### src/rtl/uart_peripheral.sv
// Memory-mapped 8N1 UART: TX FIFO feeding a serial shifter, optional receive holding register.
// Define UART_RX_EN to build the receiver (RX synchroniser, rx_data, RXV/RXOVR/RXFERR).
module uart_peripheral #(
    parameter logic [31:0] BASE_ADDR   = 32'h0000_F000,
    parameter int          FIFO_DEPTH  = 16,
    parameter logic [15:0] DEFAULT_DIV = 16'd103
) (
    input  logic        clk,
    input  logic        rst,
    input  logic [31:0] addr,
    input  logic [31:0] wdata,
    input  logic [3:0]  wmask,
    input  logic        wen,
    input  logic        ren,
    output logic [31:0] rdata,
    output logic        ready,
    output logic        active,
    output logic        txd,
    input  logic        rxd
);
    localparam int PW = $clog2(FIFO_DEPTH);
    localparam int CW = $clog2(FIFO_DEPTH) + 1;
    localparam logic [CW-1:0] FULL_COUNT = CW'(FIFO_DEPTH);

    typedef enum logic [1:0] {TX_IDLE, TX_START, TX_DATA, TX_STOP} tx_state_t;

    logic [7:0]    fifo_mem [FIFO_DEPTH];
    logic [PW-1:0] wr_ptr_reg, rd_ptr_reg;
    logic [CW-1:0] count_reg;
    logic [15:0]   div_reg, div_merge, div_next;
    logic          txovf_reg, ready_reg;
    logic [31:0]   rdata_reg, read_value;

    tx_state_t   tx_state_reg;
    logic [15:0] tx_cnt_reg;
    logic [2:0]  tx_bit_reg;
    logic [7:0]  tx_shift_reg;
    logic        txd_reg;

    logic req, wr_req, rd_req, sel_data, sel_status, sel_div;
    logic fifo_full, fifo_empty, push, pop, tx_busy, bit_done;
    logic [2:0] status_clear;
    logic rxv, rxovr, rxferr;
    logic [7:0] rx_data;

    assign active     = addr[31:4] == BASE_ADDR[31:4];
    assign req        = (wen | ren) & active & ~ready_reg;
    assign wr_req     = req & wen;
    assign rd_req     = req & ~wen;
    assign sel_data   = addr[3:2] == 2'd0;
    assign sel_status = addr[3:2] == 2'd1;
    assign sel_div    = addr[3:2] == 2'd2;

    assign fifo_full  = count_reg == FULL_COUNT;
    assign fifo_empty = count_reg == '0;
    assign push       = wr_req & sel_data & wmask[0] & ~fifo_full;
    assign bit_done   = tx_cnt_reg == 16'd0;
    // Popping straight out of the final stop-bit cycle keeps back-to-back frames gapless.
    assign pop        = ~fifo_empty & ((tx_state_reg == TX_IDLE) | ((tx_state_reg == TX_STOP) & bit_done));
    assign tx_busy    = tx_state_reg != TX_IDLE;
    assign status_clear = {3{wr_req & sel_status & wmask[0]}} & wdata[6:4];

    genvar gi;
    generate
        for (gi = 0; gi < 2; gi++) begin : g_div_byte
            assign div_merge[gi*8 +: 8] = wmask[gi] ? wdata[gi*8 +: 8] : div_reg[gi*8 +: 8];
        end
    endgenerate
    assign div_next = (div_merge < 16'd2) ? 16'd2 : div_merge;

    always_comb begin
        read_value = '0;
        case (addr[3:2])
            2'd0:    read_value = {24'h0, rx_data};
            2'd1:    read_value = {25'h0, rxferr, txovf_reg, rxovr, rxv, tx_busy, fifo_empty, fifo_full};
            2'd2:    read_value = {16'h0, div_reg};
            default: read_value = {{(32-CW){1'b0}}, count_reg};
        endcase
    end

    always_ff @(posedge clk) begin
        if (rst) begin
            ready_reg <= 1'b0;
            rdata_reg <= '0;
            div_reg   <= DEFAULT_DIV;
            txovf_reg <= 1'b0;
        end else begin
            ready_reg <= req;
            rdata_reg <= rd_req ? read_value : '0;
            if (wr_req & sel_div)
                div_reg <= div_next;
            if (wr_req & sel_data & wmask[0] & fifo_full)
                txovf_reg <= 1'b1;
            else if (status_clear[1])
                txovf_reg <= 1'b0;
        end
    end

    always_ff @(posedge clk) begin
        if (rst) begin
            wr_ptr_reg <= '0;
            rd_ptr_reg <= '0;
            count_reg  <= '0;
        end else begin
            if (push) wr_ptr_reg <= wr_ptr_reg + 1'b1;
            if (pop)  rd_ptr_reg <= rd_ptr_reg + 1'b1;
            case ({push, pop})
                2'b10:   count_reg <= count_reg + 1'b1;
                2'b01:   count_reg <= count_reg - 1'b1;
                default: count_reg <= count_reg;
            endcase
        end
    end

    always_ff @(posedge clk) begin
        if (push) fifo_mem[wr_ptr_reg] <= wdata[7:0];
    end

    always_ff @(posedge clk) begin
        if (rst) begin
            tx_state_reg <= TX_IDLE;
            tx_cnt_reg   <= '0;
            tx_bit_reg   <= '0;
            tx_shift_reg <= '0;
            txd_reg      <= 1'b1;
        end else if (pop) begin
            tx_state_reg <= TX_START;
            tx_shift_reg <= fifo_mem[rd_ptr_reg];
            tx_cnt_reg   <= div_reg;
            txd_reg      <= 1'b0;
        end else begin
            case (tx_state_reg)
                TX_IDLE: txd_reg <= 1'b1;
                TX_START: begin
                    if (bit_done) begin
                        tx_state_reg <= TX_DATA;
                        tx_bit_reg   <= '0;
                        txd_reg      <= tx_shift_reg[0];
                        tx_shift_reg <= {1'b0, tx_shift_reg[7:1]};
                        tx_cnt_reg   <= div_reg;
                    end else begin
                        tx_cnt_reg <= tx_cnt_reg - 16'd1;
                    end
                end
                TX_DATA: begin
                    if (bit_done) begin
                        tx_cnt_reg <= div_reg;
                        if (tx_bit_reg == 3'd7) begin
                            tx_state_reg <= TX_STOP;
                            txd_reg      <= 1'b1;
                        end else begin
                            tx_bit_reg   <= tx_bit_reg + 3'd1;
                            txd_reg      <= tx_shift_reg[0];
                            tx_shift_reg <= {1'b0, tx_shift_reg[7:1]};
                        end
                    end else begin
                        tx_cnt_reg <= tx_cnt_reg - 16'd1;
                    end
                end
                default: begin
                    if (bit_done) begin
                        tx_state_reg <= TX_IDLE;
                        txd_reg      <= 1'b1;
                    end else begin
                        tx_cnt_reg <= tx_cnt_reg - 16'd1;
                    end
                end
            endcase
        end
    end

`ifdef UART_RX_EN
    typedef enum logic [1:0] {RX_IDLE, RX_START, RX_DATA, RX_STOP} rx_state_t;

    rx_state_t   rx_state_reg;
    logic        rx_meta_reg, rx_sync_reg, rx_prev_reg;
    logic [15:0] rx_cnt_reg;
    logic [2:0]  rx_bit_reg;
    logic [7:0]  rx_shift_reg, rx_data_reg;
    logic        rxv_reg, rxovr_reg, rxferr_reg;

    // Clears are written before the receiver's sets so a same-cycle set wins.
    always_ff @(posedge clk) begin
        if (rst) begin
            rx_meta_reg  <= 1'b1;
            rx_sync_reg  <= 1'b1;
            rx_prev_reg  <= 1'b1;
            rx_state_reg <= RX_IDLE;
            rx_cnt_reg   <= '0;
            rx_bit_reg   <= '0;
            rx_shift_reg <= '0;
            rx_data_reg  <= '0;
            rxv_reg      <= 1'b0;
            rxovr_reg    <= 1'b0;
            rxferr_reg   <= 1'b0;
        end else begin
            rx_meta_reg <= rxd;
            rx_sync_reg <= rx_meta_reg;
            rx_prev_reg <= rx_sync_reg;
            if (rd_req & sel_data) rxv_reg    <= 1'b0;
            if (status_clear[0])   rxovr_reg  <= 1'b0;
            if (status_clear[2])   rxferr_reg <= 1'b0;
            case (rx_state_reg)
                RX_IDLE: begin
                    if (rx_prev_reg & ~rx_sync_reg) begin
                        rx_state_reg <= RX_START;
                        rx_cnt_reg   <= div_reg >> 1;
                    end
                end
                RX_START: begin
                    if (rx_cnt_reg == 16'd0) begin
                        rx_state_reg <= rx_sync_reg ? RX_IDLE : RX_DATA;
                        rx_cnt_reg   <= div_reg;
                        rx_bit_reg   <= '0;
                    end else begin
                        rx_cnt_reg <= rx_cnt_reg - 16'd1;
                    end
                end
                RX_DATA: begin
                    if (rx_cnt_reg == 16'd0) begin
                        rx_shift_reg <= {rx_sync_reg, rx_shift_reg[7:1]};
                        rx_cnt_reg   <= div_reg;
                        rx_bit_reg   <= rx_bit_reg + 3'd1;
                        if (rx_bit_reg == 3'd7) rx_state_reg <= RX_STOP;
                    end else begin
                        rx_cnt_reg <= rx_cnt_reg - 16'd1;
                    end
                end
                default: begin
                    if (rx_cnt_reg == 16'd0) begin
                        rx_state_reg <= RX_IDLE;
                        if (!rx_sync_reg) begin
                            rxferr_reg <= 1'b1;
                        end else if (rxv_reg) begin
                            rxovr_reg <= 1'b1;
                        end else begin
                            rx_data_reg <= rx_shift_reg;
                            rxv_reg     <= 1'b1;
                        end
                    end else begin
                        rx_cnt_reg <= rx_cnt_reg - 16'd1;
                    end
                end
            endcase
        end
    end

    assign rx_data = rx_data_reg;
    assign rxv     = rxv_reg;
    assign rxovr   = rxovr_reg;
    assign rxferr  = rxferr_reg;
    logic unused_cfg;
    assign unused_cfg = 1'b0;
`else
    assign rx_data = '0;
    assign rxv     = 1'b0;
    assign rxovr   = 1'b0;
    assign rxferr  = 1'b0;
    logic unused_cfg;
    assign unused_cfg = ^{rxd, status_clear[0], status_clear[2]};
`endif

    logic unused_bits;
    assign unused_bits = ^{wdata[31:16], addr[1:0], wmask[3:2], unused_cfg};

    assign ready = ready_reg;
    assign rdata = rdata_reg;
    assign txd   = txd_reg;
endmodule

### config.mk
export PLATFORM = sky130hd
export DESIGN_NAME = uart_peripheral
export DESIGN_NICKNAME = d
export VERILOG_FILES = /design/src/rtl/uart_peripheral.sv
export SDC_FILE = /design/constraint.sdc
export NUM_CORES = 1
export LEC_CHECK = 0
export ABC_CLOCK_PERIOD_IN_PS = 4900
export CELL_PAD_IN_SITES_DETAIL_PLACEMENT = 0
export CELL_PAD_IN_SITES_GLOBAL_PLACEMENT = 1
export CORE_ASPECT_RATIO = 0.5
export CORE_MARGIN = 5
export CORE_UTILIZATION = 46
export CTS_CLUSTER_SIZE = 20
export DETAILED_ROUTE_END_ITERATION = 10
export PLACE_DENSITY = 0.77
export SYNTH_ARGS = -nofsm -noshare
export SYNTH_HDL_FRONTEND = slang
export SYNTH_SLANG_ARGS = --single-unit
### constraint.sdc
create_clock -name clk -period 4.9 [get_ports clk]
set_clock_uncertainty 0.1 [all_clocks]
set_input_delay 1.225 -clock clk [delete_from_list [all_inputs] [get_ports clk]]
set_output_delay 1.225 -clock clk [all_outputs]
set_load 0.1 [all_outputs]
* After elaboration in Yosys (flattened, before gate mapping) *
Memories as Yosys holds them, arrays and structs flattened. A register that Yosys moved wholly into a read port is not among the register bits.
Cells that the tools add are included.

word-level totals
  word-level logic and storage cells = 120
  bits in registers = 93
  memories = 1
  output and inout port bits = 35
  input bits = 73
  memory bits (writable) = 128

cells by class
  $lt $le $gt $ge = 1
  bitwise logic cells = 23
  muxes and demuxes = 36
  $add $sub $neg = 6
  reduce and logical (&&, ||, !) cells = 20
  eq/ne operators = 20

memory list
  memory    depth  width  rd ports  clocked after memory_dff  wr ports  line  RTL
  fifo_mem  16     8      1         1                         1         27    logic [7:0] fifo_mem [FIFO_DEPTH];

operators by type and width
  kind                   count
  $mux 16                4
  $mux 8                 6
  $pmux 16 s3            1
  $pmux 16 s2            1
  $eq 28x12->1 const B   1
  $logic_not 16->1       1
  $lt 16x2->1 const B    1
  $pmux 8 s2             1
  $sub 16x1->16 const B  1
  $ne 3x3->1 const B     5
  $and 1x1->1            13
  $mux 1                 10
  $ne 2x2->1 const B     5
  $pmux 5 s2             1
  $reduce_bool 2->1      5
  $mux 3                 3
  $reduce_and 3->1       3
  $add 4x1->4 const B    2
  $eq 2x2->1 const B     4
  $mux 2                 4
  $mux 4                 2
  $not 1->1              7
  $eq 2x1->1 const B     3
  $pmux 2 s3             1
  16 further kinds       21

* Logic depth before layout (Yosys ltp) *
Gate-level depths: netlist (run 1).

  depth in word-level cells = 9
  mapped depth = 16
  mapped depth without buffers = 14

* Worst setup path before layout (run 1) *
OpenSTA, ideal clock, no wires.

  kind = input to output
  start point = input port addr[17]
  end point = output port active
  path slack = 0.387 ns
  data required time = 3.575 ns
  arrival = 3.188 ns
  stages = 3
  path buffers = 0
  cells stage by stage = nor4b_1 -> nand4_1 -> nor2_1

on the way
  word-level cells in the longest chain between the ends = 1

ends and longest elaborated chain
  element             line  RTL
  start: declaration  10    input logic [31:0] addr,
  $eq 28x12->1        46    assign active = addr[31:4] == BASE_ADDR[31:4];
  end: declaration    17    output logic active,

No other way between the ends.

* Worst setup path in the final report (run 1) *
  start point = input port addr[5]
  end point = output port active

The elaborated chain is that of the path after synthesis.

==> results of run 1 <==
[worst max-delay path: stages]
cell	delay [ns]
clkdlybuf4s50_1	0.40
nor4_1	0.40
nand4_1	0.35
nor2_1	0.42
buf_12	0.23
[synth_stat cells, types with 8 or more instances]
cell	instances	area share
nand2_1	47	0.019
and2_1	11	0.0074
inv_1	27	0.011
buf_2	10	0.0054
dfxtp_1	81	0.17
nor4_1	17	0.011
buf_4	18	0.015
o21ai_0	15	0.0081
edfxtp_1	128	0.41
ha_1	16	0.021
nor2_1	58	0.023
or3_1	8	0.0054
a21oi_1	37	0.020
mux2i_1	33	0.035
clkbuf_1	20	0.0081
nor3b_1	9	0.0073
mux4_2	40	0.097
a31oi_1	8	0.0054
nor3_1	21	0.011
nand3_1	12	0.0064
[cell families (layout without fill, tap and decap cells)]
kind of cell,Yosys count,count (layout),share of synthesized area
AOI/OAI and AO/OA,109,109,0.0786
adders and majority gates,16,16,0.0215
and+or+nand+nor,226,226,0.129
other,1,17,0.000403
buffers and inverters,85,158,0.0453
muxes,74,74,0.133
DFF,209,209,0.587
xor gates and xnor gates,5,5,0.00470
[area by class of cell]
class | instances | area, sq um | area share
Tap cell | 266 | 333 | 0.0305
Antenna cell | 1 | 2.50 | 0.000230
Sequential cell | 209 | 5470 | 0.502
Clock buffer | 25 | 519 | 0.0477
Inverter | 29 | 109 | 0.00999
Multi-Input combinational cell | 446 | 3480 | 0.320
Clock inverter | 11 | 103 | 0.00942
Timing Repair Buffer | 93 | 878 | 0.0806
[through the flow]
step	util	setup slack, ns
after detailed placement	0.522	0.371
after global routing	0.553	0.292
after global placement	0.522	0.439
after floorplan	-	0.387
after CTS	0.553	0.527
final	0.554	0.534
[power breakdown]
group | leakage (nW) | total, mW | switching (mW) | internal [mW]
clock | 0.300 | 1.47 | 0.654 | 0.815
combinational | 1.60 | 0.144 | 0.0987 | 0.0458
sequential | 1.80 | 1.86 | 0.0000000244 | 1.86
total | 3.71 | 3.48 | 0.753 | 2.72
[routing by layer]
layer	GRT usage	routed length, um
met1	0.264	10000
met2	0.266	8980
met3	0.0303	1020
met4	0.0397	405
met5	0	0
[worst max path at each step]
stage              from  cells after the start  slack [ns]                        end
2_1_floorplan  addr[17]                      3        0.39                     active
3_3_place_gp    addr[5]                     13        0.44  count_reg[4]$_SDFFE_PP0P_
3_5_place_dp    addr[5]                     13        0.37  count_reg[4]$_SDFFE_PP0P_
4_1_cts         addr[5]                      5        0.53                     active
5_1_grt        addr[17]                      5        0.29                     active
6_report        addr[5]                      5        0.53                     active
==> flow_metrics.tcl, run 1 <==
set metrics [dict create \
    rows 36 \
    rsz0062_at_grt "no" \
    initial_utilization 0.473 \
    cts.repair.resized 0 \
    cap_viol_max_count 0 \
    min_path_type "reg -> reg" \
    netlist_area_sq_um 9310 \
    hold_viol 0 \
    antenna_left 0 \
    layout-drive-gt1-share 0.138 \
    cts.htree.levels 1 \
    min_path_cells 2 \
    ys.warnings.count 0 \
    synth_cell_types 70 \
    status "complete, no violations" \
    ir_drop_uv 168 \
    design_area_sq_um 10900 \
    finalSetupTns_ns 0 \
    crit_type "in -> out" \
    holdWs_ns 0.373 \
    postCtsSetupBuffers 0 \
    drt-pass1-iter-count 5 \
    fin_cells 1080 \
    finalPower_mw 3.48 \
    fmax_ghz 0.229 \
    clkSinkCount 209 \
    crit_fanout 5 \
    antenna_found_initial 0 \
    cts_buffers 20 \
    grt_pass1_wl_mm 33.3 \
    slew_viol_final 0 \
    largest_register "fifo_mem" \
    vias 5965 \
    clk_latency_ns 0.51 \
    synth_seq_cells 209 \
    layout_commonest_cell "edfxtp_1" \
    root_buffer "clkbuf_16" \
    arrival_ns 3.04 \
    placed_cell_area_sq_um 10300 \
    finalSetupViolCount 0 \
    ys_seq_area_frac 0.587 \
    hpwl_mm 14.4 \
    cts_tree "done" \
    largest_register_ffs 128 \
    reg2reg_to "count_reg[3]$_SDFFE_PP0P_" \
    critical_path_required_ns 3.58 \
    drtIter0Drc 473 \
    finalCriticalPeriod_ns 4.37 \
    cp-end-kind "output pin" \
    async_flop_share 0 \
    avgSynthCellArea_sq_um 12.8 \
    syn2layout_area_growth_pct 17.0 \
    placed_cells 1043 \
    ys.flop_type "edfxtp_1" \
    core_sq_um 19700 \
    track_usage 0.175 \
    rr_worst_depth 12 \
    slew_headroom 0.301 \
    placement.io_buffers 70 \
    synth_edf_count 128 \
    nets 888 \
    holdBufCountCts 0 \
    hold_path_end "tx_bit_reg[1]$_SDFFE_PP0P_" \
    worst_pin_slew_ns 1.05 \
    layout_worst_path_cycle_share 0.891 \
    wl_per_cell_um 18.9 \
    gp_congestion 0.831 \
    grt_max_degree 41 \
    r2r_setup_slack_ns 1.01 \
    viasPerCell 5.52 \
    mostFrequentLayoutCells "128 x edfxtp_1, 79 x dfxtp_1, 68 x clkdlybuf4s50_1" \
    path_clk_slew_ns 0.06 \
    crit_path_start_kind "input port" \
    powerDensity_nw_per_um2 319 \
    syn_inst 725 \
    first_global_vias 5988 \
    routed_wirelength_mm 20.4 \
    drc 0 \
    die_h_um 111 \
    cts_buffer_depth 3 \
    total_leakage_power_nw 3.71 \
    nFillCells 1618 \
    chipWidth_um 211 \
    min_from "tx_bit_reg[1]$_SDFFE_PP0P_" \
    r2r-start "tx_cnt_reg[0]$_SDFFE_PP0P_" \
    ioPinCount 108 \
    overflow 0 \
    die_area_sq_um 23400 \
]
Note: power is estimated with default switching activity, not from simulation.
==> run 2: changes to the inputs <==
--- a/config.mk
+++ b/config.mk
@@ -13,6 +13,7 @@
 export CORE_UTILIZATION = 46
 export CTS_CLUSTER_SIZE = 20
 export DETAILED_ROUTE_END_ITERATION = 10
+export GPL_TIMING_DRIVEN = 1
 export PLACE_DENSITY = 0.77
 export SYNTH_ARGS = -nofsm -noshare
 export SYNTH_HDL_FRONTEND = slang
==> results of run 2 <==
Final layout, timing and power as in run 1 (identical DEF).
